[src/rtl/braille_scroll_ctrl.sv]
// Message buffer and digit sequencer for a 4-digit Braille display: debounced keys edit or scroll the message.
// Optional macro BRAILLE_SCROLL_LOOP_EN: scroll wraps forever instead of a single pass back to EDIT.
module braille_scroll_ctrl #(
    parameter int DEPTH    = 16,
    parameter int DBNC_CYC = 500_000,
    parameter int TICK_DIV = 25_000_000
) (
    input  logic                           CLOCK_50,
    input  logic                           RESET_N,
    input  logic [4:0]                     SW,
    input  logic [3:0]                     KEY,
    output logic [4:0]                     CODE0,
    output logic [4:0]                     CODE1,
    output logic [4:0]                     CODE2,
    output logic [4:0]                     CODE3,
    output logic [$clog2(DEPTH+1)-1:0]     LEN,
    output logic                           FULL,
    output logic                           SCROLLING
);
    localparam int LW = $clog2(DEPTH + 1);
    localparam int BW = (DEPTH > 1) ? $clog2(DEPTH) : 1;
    localparam int PW = $clog2(DEPTH + 4);
    localparam int CW = $clog2(DBNC_CYC + 1);
    localparam int TW = $clog2(TICK_DIV + 1);

    typedef enum logic {EDIT, SCROLL} state_t;

    logic [3:0]    sync1, sync2, dbnc, press;
    logic [CW-1:0] dcnt [4];

    // press pulses fire on the debounced 1->0 transition only
    always_ff @(posedge CLOCK_50) begin
        if (!RESET_N) begin
            sync1 <= '1;
            sync2 <= '1;
            dbnc  <= '1;
            press <= '0;
            for (int i = 0; i < 4; i++) dcnt[i] <= '0;
        end else begin
            sync1 <= KEY;
            sync2 <= sync1;
            for (int i = 0; i < 4; i++) begin
                press[i] <= 1'b0;
                if (sync2[i] == dbnc[i]) begin
                    dcnt[i] <= '0;
                end else if (dcnt[i] == CW'(DBNC_CYC - 1)) begin
                    dbnc[i]  <= sync2[i];
                    dcnt[i]  <= '0;
                    press[i] <= dbnc[i];
                end else begin
                    dcnt[i] <= dcnt[i] + 1'b1;
                end
            end
        end
    end

    state_t        state_q, state_d;
    logic [LW-1:0] len_q, len_d;
    logic [PW-1:0] pos_q, pos_d;
    logic [TW-1:0] tcnt_q, tcnt_d;
    logic          wr_en;
    logic [4:0]    mem [DEPTH];

    always_comb begin
        state_d = state_q;
        len_d   = len_q;
        pos_d   = pos_q;
        tcnt_d  = tcnt_q;
        wr_en   = 1'b0;
        if (press[3]) begin
            state_d = EDIT;
            len_d   = '0;
            pos_d   = '0;
            tcnt_d  = '0;
        end else begin
            case (state_q)
                EDIT: begin
                    if (press[2]) begin
                        if (len_q != '0) begin
                            state_d = SCROLL;
                            pos_d   = '0;
                            tcnt_d  = '0;
                        end
                    end else if (press[1]) begin
                        if (len_q != '0) len_d = len_q - 1'b1;
                    end else if (press[0]) begin
                        if (SW <= 5'd26 && len_q < LW'(DEPTH)) begin
                            wr_en = 1'b1;
                            len_d = len_q + 1'b1;
                        end
                    end
                end
                SCROLL: begin
                    if (press[2]) begin
                        state_d = EDIT;
                        pos_d   = '0;
                        tcnt_d  = '0;
                    end else if (tcnt_q == TW'(TICK_DIV - 1)) begin
                        tcnt_d = '0;
                        if (pos_q == PW'(len_q) + PW'(3)) begin
`ifdef BRAILLE_SCROLL_LOOP_EN
                            pos_d = '0;
`else
                            state_d = EDIT;
                            pos_d   = '0;
`endif
                        end else begin
                            pos_d = pos_q + 1'b1;
                        end
                    end else begin
                        tcnt_d = tcnt_q + 1'b1;
                    end
                end
                default: state_d = EDIT;
            endcase
        end
    end

    always_ff @(posedge CLOCK_50) begin
        if (!RESET_N) begin
            state_q   <= EDIT;
            len_q     <= '0;
            pos_q     <= '0;
            tcnt_q    <= '0;
            FULL      <= 1'b0;
            SCROLLING <= 1'b0;
        end else begin
            state_q   <= state_d;
            len_q     <= len_d;
            pos_q     <= pos_d;
            tcnt_q    <= tcnt_d;
            FULL      <= (len_d == LW'(DEPTH));
            SCROLLING <= (state_d == SCROLL);
        end
    end

    always_ff @(posedge CLOCK_50) begin
        if (wr_en) mem[len_q[BW-1:0]] <= SW;
    end

    assign LEN = len_q;

    // digit k=0 is HEX0; scroll stream is the message followed by four blanks
    logic [4:0] disp [4];
    int         idx;

    always_comb begin
        idx = 0;
        for (int k = 0; k < 4; k++) begin
            disp[k] = 5'd0;
            if (state_q == SCROLL) begin
                idx = int'(pos_q) + (3 - k);
                if (idx >= int'(len_q) + 4) idx = idx - (int'(len_q) + 4);
                if (idx < int'(len_q)) disp[k] = mem[BW'(idx)];
            end else begin
                idx = int'(len_q) - 1 - k;
                if (idx >= 0) disp[k] = mem[BW'(idx)];
            end
        end
    end

    always_ff @(posedge CLOCK_50) begin
        if (!RESET_N) begin
            CODE0 <= '0;
            CODE1 <= '0;
            CODE2 <= '0;
            CODE3 <= '0;
        end else begin
            CODE0 <= disp[0];
            CODE1 <= disp[1];
            CODE2 <= disp[2];
            CODE3 <= disp[3];
        end
    end
endmodule

[config.mk]
export PLATFORM = sky130hd
export DESIGN_NAME = braille_scroll_ctrl
export DESIGN_NICKNAME = d
export VERILOG_FILES = /design/src/rtl/braille_scroll_ctrl.sv
export SDC_FILE = /design/constraint.sdc
export NUM_CORES = 1
export LEC_CHECK = 0
export CORE_ASPECT_RATIO = 1.2
export CORE_MARGIN = 2
export CORE_UTILIZATION = 58
export CTS_CLUSTER_SIZE = 28
export DETAILED_ROUTE_END_ITERATION = 10
export PLACE_DENSITY = 0.9
export SYNTH_ARGS = -nofsm -noshare
export SYNTH_HDL_FRONTEND = slang
export SYNTH_SLANG_ARGS = --single-unit
[constraint.sdc]
create_clock -name CLOCK_50 -period 4.9 [get_ports CLOCK_50]
set_input_delay 1.225 -clock CLOCK_50 [delete_from_list [all_inputs] [get_ports CLOCK_50]]
set_output_delay 1.225 -clock CLOCK_50 [all_outputs]
set_load 0.01 [all_outputs]
; Yosys cells after proc, flatten, opt, wreduce, memory -nomap -nowiden
; Memory sizes are Yosys's and may differ from the RTL's.
; Cells that the tools add are included.
[word_totals]
wordCells = 214
memories = 2
in_bits = 11
regBits = 73
output_inout_bits = 27
ramBits = 156
[memory_table]
columns = name, words, width, rd, rd_ports_with_merged_regs, wr, line
row1 = mem, 16, 5, 8, 0, 1, 62  ; logic [4:0] mem [DEPTH];
row2 = dcnt, 4, 19, 4, 0, 4, 29  ; logic [CW-1:0] dcnt [4];
[op_classes]
add_sub_neg = 21
muxes = 109
eq_ne = 14
reduce_logical = 13
magnitude_cmp = 14
bitwise_logic = 22
[op_table]
columns = op, n
row1 = $mux W32, 8
row2 = $mux W19, 12
row3 = $lt A32 B6 Y1, 4
row4 = $mux W5, 24
row5 = $mux W25, 4
row6 = $ge A7 B32 Y1, 3
row7 = $sub A7 B32 Y32, 3
row8 = $add A19 B1 Y19 const B, 4
row9 = $eq A19 B19 Y1 const B, 4
row10 = $ge A32 B1 Y1 const B, 2
row11 = $mux W1, 58
row12 = $pmux W25 S2, 1
row13 = $ge A6 B32 Y1, 1
row14 = $add A25 B1 Y25 const B, 1
row15 = $eq A25 B25 Y1 const B, 1
row16 = $sub A6 B3 Y7 const B, 2
row17 = $add A5 B2 Y6 const B, 2
row18 = $or A1 B1 Y1, 12
row19 = $reduce_or A3 Y1, 4
row20 = $add A5 B1 Y5 const B, 2
row21 = $not A1 Y1, 10
row22 = $pmux W5 S2, 1
row23 = $reduce_and A2 Y1, 5
row24 = $ge A7 B1 Y1 const B, 1
row25 = 20 further kinds, 24

; Longest topological paths before layout
[depth]
word_depth = 10
mapped_depth = 21
ltp_nobuf = 18

; Least setup slack after synthesis
; OpenSTA, ideal clock, no wires.
[synth_timing]
path_kind = register to register
start = reg len_q[2], in the netlist LEN[2]
end = reg CODE3[3]
required_time_ns = 4.821
n_path_buf = 3
t_arrival_ns = 4.849
period_less_slack_ns = 4.928
stages_incl_launch_ff = 21
slack_ns = -0.028
setup_time_ns = 0.079
path_cell_list = dfxtp_1 -> buf_2 -> inv_1 -> ha_1 -> clkinv_1 -> ha_1 -> and4b_1 -> or2_0 -> o21a_1 -> buf_2 -> mux2i_2 -> inv_1 -> buf_2 -> ha_1 -> a21o_1 -> a211oi_1 -> o211ai_1 -> a211o_1 -> nor3_1 -> nand3_1 -> o211ai_1
[synth_between]
elab_chain_cells = 7
elab_cells_between_ends = 13
classes_between = add/sub: 4 / order compare: 3 / mux: 5 / memory: 1
[synth_lines]
columns = item, line
row1 = start: declaration, 58  ; logic [LW-1:0] len_q, len_d;
row2 = start signal: assignment, 129  ; len_q <= len_d;
row3 = $add A5 B3 Y6, 153  ; if (idx >= int'(len_q) + 4) idx = idx - (int'(len_q) + 4);
row4 = $ge A6 B32 Y1 or $sub A5 B6 Y7 (tied branches), 153
row5 = $mux W32, 153
row6 = $mux W32, 151  ; if (state_q == SCROLL) begin
row7 = $lt A32 B6 Y1 or $mem_v2 Z16 W5 (tied branches), n/a
row8 = $mux W5, 154  ; if (idx < int'(len_q)) disp[k] = mem[BW'(idx)];
row9 = $mux W5 (*), 151
row10 = end signal: assignment, 172  ; CODE3 <= disp[3];
row11 = end: declaration, 15  ; output logic [4:0] CODE3,
; Every way passes the cells marked *; elsewhere a longest branch is shown, timed or not. The select of a mux whose other input is x is not followed.
; A chain may end at the register's enable or synchronous reset.

; Worst setup path after layout
[layout_timing]
start = reg pos_q[2]
end = reg CODE2[3]
[layout_between]
elab_chain_cells = 7
elab_cells_between_ends = 9
classes_between = add/sub: 2 / order compare: 2 / mux: 4 / memory: 1
[layout_lines]
columns = item, line
row1 = start: declaration, 59  ; logic [PW-1:0] pos_q, pos_d;
row2 = start signal: assignment, 130  ; pos_q <= pos_d;
row3 = $add A5 B1 Y6 (*), 152  ; idx = int'(pos_q) + (3 - k);
row4 = $sub A7 B32 Y32 or $ge A7 B32 Y1 (tied branches), 153
row5 = $mux W32 (*), 153
row6 = $mux W32 (*), 151
row7 = $lt A32 B6 Y1 or $mem_v2 Z16 W5 (tied branches), n/a
row8 = $mux W5 (*), 154
row9 = $mux W5 (*), 151
row10 = end signal: assignment, 171  ; CODE2 <= disp[2];
row11 = end: declaration, 14  ; output logic [4:0] CODE2,
; Marked as above.

==> reports/qor.yml <==
global_routing:
  use_met2_pct: 50.0
  grt_pass1_vias: 13500
  grt_max_degree: 69
  grt_overflow_total: 0
  gr-usage-met3_pct: 5.18
  grt_pass1_wl_um: 71300
  grt_use_total_pct: 29.2
  antenna_found_initial: 0
  top_usage_layer: "met2"
  gr-usage-met1_pct: 35.6
power:
  peakVddDrop_mv: 0.288
  powerDensity_nw_per_um2: 221
  p_leak_nw: 7.02
  total_power_mw: 4.18
logic_synthesis:
  yosys-top-cells-area: "edfxtp_1 28%, mux4_2 14%, dfxtp_1 8.7%"
  syn_area_per_cell_um2: 10.9
  seq_area_frac_synth_pct: 36.4
  synth_cells: 1550
  yosysTopAreaCell: "edfxtp_1"
  synth_edf_count: 156
  ys_types: 84
  synthArstFlopShare_pct: 0
  netlist_area_um2: 16900
  ys_warn_count: 0
  netlist.area_leader.share_pct: 27.8
  ys_seq_elements: 229
  synth_top_flop_cell: "edfxtp_1"
layout:
  area_delta_synth_final_pct: 12.2
  fillers: 2093
  seq_area_um2: 6150
  nNetsFinal: 1748
  diodes: 0
  multi_input_area_um2: 10600
  drive_gt1_share_pct: 14.8
die:
  die_h_um: 191
  rows: 68
  core_area_um2: 28700
  io_pins: 38
  die_w_um: 160
  start_util_pct: 58.8
  die_area_um2: 30500
timing:
  fin_setup_tns_ns: 0
  slew_viol_final: 0
  rsz0062_at_grt: "no"
  post-route-period-util_pct: 97.3
  report.final.setup_viol: 0
  worst_slack_ns: 0.132
  slew_headroom_pct: 17.1
  skew_ns: 0.0263
  min_period_ns: 4.77
  hold_violations: 0
  timing.fmax_mhz: 210
  worst_pin_slew_ns: 1.23
clock_network:
  insertion_delay_ns: 0.54
  cts_sinks: 229
  clockBufferDepth: 3
  cts_tree: "yes"
  post_cts_resize_count: 0
  clk_pin_slew_ns: 0.07
  root_buffer: "clkbuf_16"
  numCtsBuffers: 24
  postCtsHoldBufs: 0
  post_cts_buffers: 0
  h-tree-depth: 1
worst_setup_path:
  cp-end-kind: "flop"
  worstSetupStartpointType: "flop"
  critPathBufInv: 1
  slowest_delay_ns: 1.01
  required_ns: 5.39
  r2r_cells: 16
  critPathMaxFanout: 11
  cp_cell_sequence: "ha_1 -> and3_1 -> nand2_1 -> inv_1 -> ha_1 -> nand3_2 -> nor3_2 -> nor3_2 -> mux2_2 -> ha_1 -> or3_1 -> o21ai_0 -> a2111oi_0 -> nor3_1 -> a31o_1 -> a31o_1"
  cpMaxStageDelayCell: "nor3_1"
  path_common_cell: "ha_1"
  critPathTopFamily: "simple AND/OR/NAND/NOR gates"
  arrival_ns: 5.25
  path_depth: 16
  crit_type: "reg -> reg"
drt:
  viasPerCell: 6.55
  drt-wirelength-per-cell_um: 21.6
  drtIter0Drc: 1532
  drc: 0
  via_count: 13600
  routed_wl_um: 44600
  dr.pass1.iters: 5
  drtAntennaViolNets: 0
hold_path:
  hold_path_class: "reg -> reg"
  hold-path-cell-count: 1
run:
  max-cap-violations: 0
run_status:
  status: "complete, no violations"
place:
  dp_hpwl_um: 32500
  dp_slack_ns: 0.0845
  gp_congestion: 0.947
  port_buffers: 37
[through the flow]
step | cells | hold slack [ns] | utilization (%) | area (µm²)
floorplan | 1625 | 0.386 | - | 17200
global placement | 2026 | 0.395 | 63.1 | 18100
detailed placement | 2026 | 0.397 | 63.1 | 18100
CTS | 2070 | 0.412 | 66.0 | 18900
global route | 2070 | 0.436 | 66.0 | 18900
finish | 2070 | 0.409 | 66.0 | 18900
[routing by layer]
metal | routed length, µm | share of wire, %
met1 | 16300 | 37
met2 | 21800 | 49
met3 | 4040 | 9.0
met4 | 2450 | 5.5
met5 | 0 | 0
[kinds of logic (layout without fill, tap and decap cells)]
logic type / count (synthesis) / in the layout / synth area share [%]
buffers and inverters: 109 / 169 / 2.84
and+or+nand+nor: 554 / 554 / 15.7
adders and majority gates: 70 / 70 / 5.50
AOI/OAI and AO/OA: 216 / 216 / 9.06
muxes: 252 / 252 / 24.1
other: 1 / 76 / 0.0222
xor gates and xnor gates: 119 / 119 / 6.33
DFF: 229 / 229 / 36.4
[worst paths after layout]
check                             start                  end  slack (ns)
setup / recovery  pos_q[2]$_SDFFE_PP0P_  CODE2[3]$_SDFF_PN0_        0.13
hold / removal      sync1[1]$_SDFF_PN1_  sync2[1]$_SDFF_PN1_        0.41
setup reg to reg  pos_q[2]$_SDFFE_PP0P_  CODE2[3]$_SDFF_PN0_        0.13
hold reg to reg     sync1[1]$_SDFF_PN1_  sync2[1]$_SDFF_PN1_        0.41
[Yosys cell counts (4+ instances only)]
library cell,count
a211oi_1,4
a21boi_0,5
a21o_1,10
a21oi_1,41
a22o_1,7
a22oi_1,18
a31oi_1,9
a32oi_1,9
and3_1,48
and4_1,5
buf_1,8
buf_2,22
buf_6,4
clkbuf_1,31
clkinv_1,4
dfxtp_1,73
edfxtp_1,156
fa_1,7
ha_1,63
inv_1,36
mux2_2,23
mux2i_1,110
mux4_1,11
mux4_2,107
nand2_1,141
nand2b_1,19
nand3_1,67
nand3b_1,5
nand4_1,15
nand4b_1,4
nor2_1,175
nor2b_1,12
nor3_1,23
nor4_1,6
nor4b_1,5
o211ai_1,20
o21a_1,8
o21ai_0,33
o221ai_1,16
or2_2,4
or3_1,9
xnor2_1,43
xor2_1,74
[report_power, final]
part	switching, mW	internal [mW]	leakage, nW
Combinational	0.118	0.0770	4.56
Sequential	0.0317	2.09	2.10
Clock	0.804	1.05	0.370
Total	0.954	3.22	7.02
[worst reg2reg max path: stages, from the launching register on]
cell       delay, ns
dfxtp_2         0.48
ha_1            0.29
and3_1          0.30
nand2_1         0.13
inv_1           0.08
ha_1            0.25
nand3_2         0.11
nor3_2          0.09
nor3_2          0.46
mux2_2          0.41
ha_1            0.27
or3_1           0.31
o21ai_0         0.08
a2111oi_0       0.09
nor3_1          1.01
a31o_1          0.27
a31o_1          0.10
[layout by cell type, fill, tap and decap left out, types with 6 or more instances in the layout]
master | netlist | final
fa_1 | 7 | 7
nand4_1 | 15 | 15
nor3_1 | 23 | 23
nand3_1 | 67 | 67
mux4_2 | 107 | 107
xor2_1 | 74 | 74
a21o_1 | 10 | 10
mux2_2 | 23 | 23
a31oi_1 | 9 | 8
dfxtp_1 | 73 | 70
clkbuf_16 | 0 | 25
nand2b_1 | 19 | 19
buf_4 | 3 | 46
a22oi_1 | 18 | 18
o21a_1 | 8 | 8
edfxtp_1 | 156 | 156
o21ai_0 | 33 | 32
nor4_1 | 6 | 6
nand2_1 | 141 | 141
a32oi_1 | 9 | 9
ha_1 | 63 | 61
or3_1 | 9 | 9
nor2_1 | 175 | 173
nor2b_1 | 12 | 12
conb_1 | 1 | 76
clkinv_1 | 4 | 6
mux2i_1 | 110 | 109
a21oi_1 | 41 | 41
xnor2_1 | 43 | 43
inv_1 | 36 | 36
clkdlybuf4s50_1 | 0 | 37
clkinvlp_4 | 0 | 7
mux4_1 | 11 | 11
o211ai_1 | 20 | 20
a22o_1 | 7 | 7
o221ai_1 | 16 | 16
and3_1 | 48 | 48
[state kept, by name (all words and copies together) (netlist names)]
name and flops:
CODE3 5, press 4, mem 80, sync1 4, state_q 1, CODE0 5
CODE1 5, sync2 4, LEN 5, dcnt 76, dbnc 4, CODE2 5
FULL 1, pos_q 5, tcnt_q 25
[final cells by class]
type	instances	share of cell area [%]
Multi-Input combinational cell	1287	55.9
Sequential cell	229	32.5
Timing Repair Buffer	85	3.99
Clock buffer	28	3.36
Tap cell	385	2.54
Clock inverter	16	0.899
Inverter	40	0.793
Power figures use the tool's default switching activity.
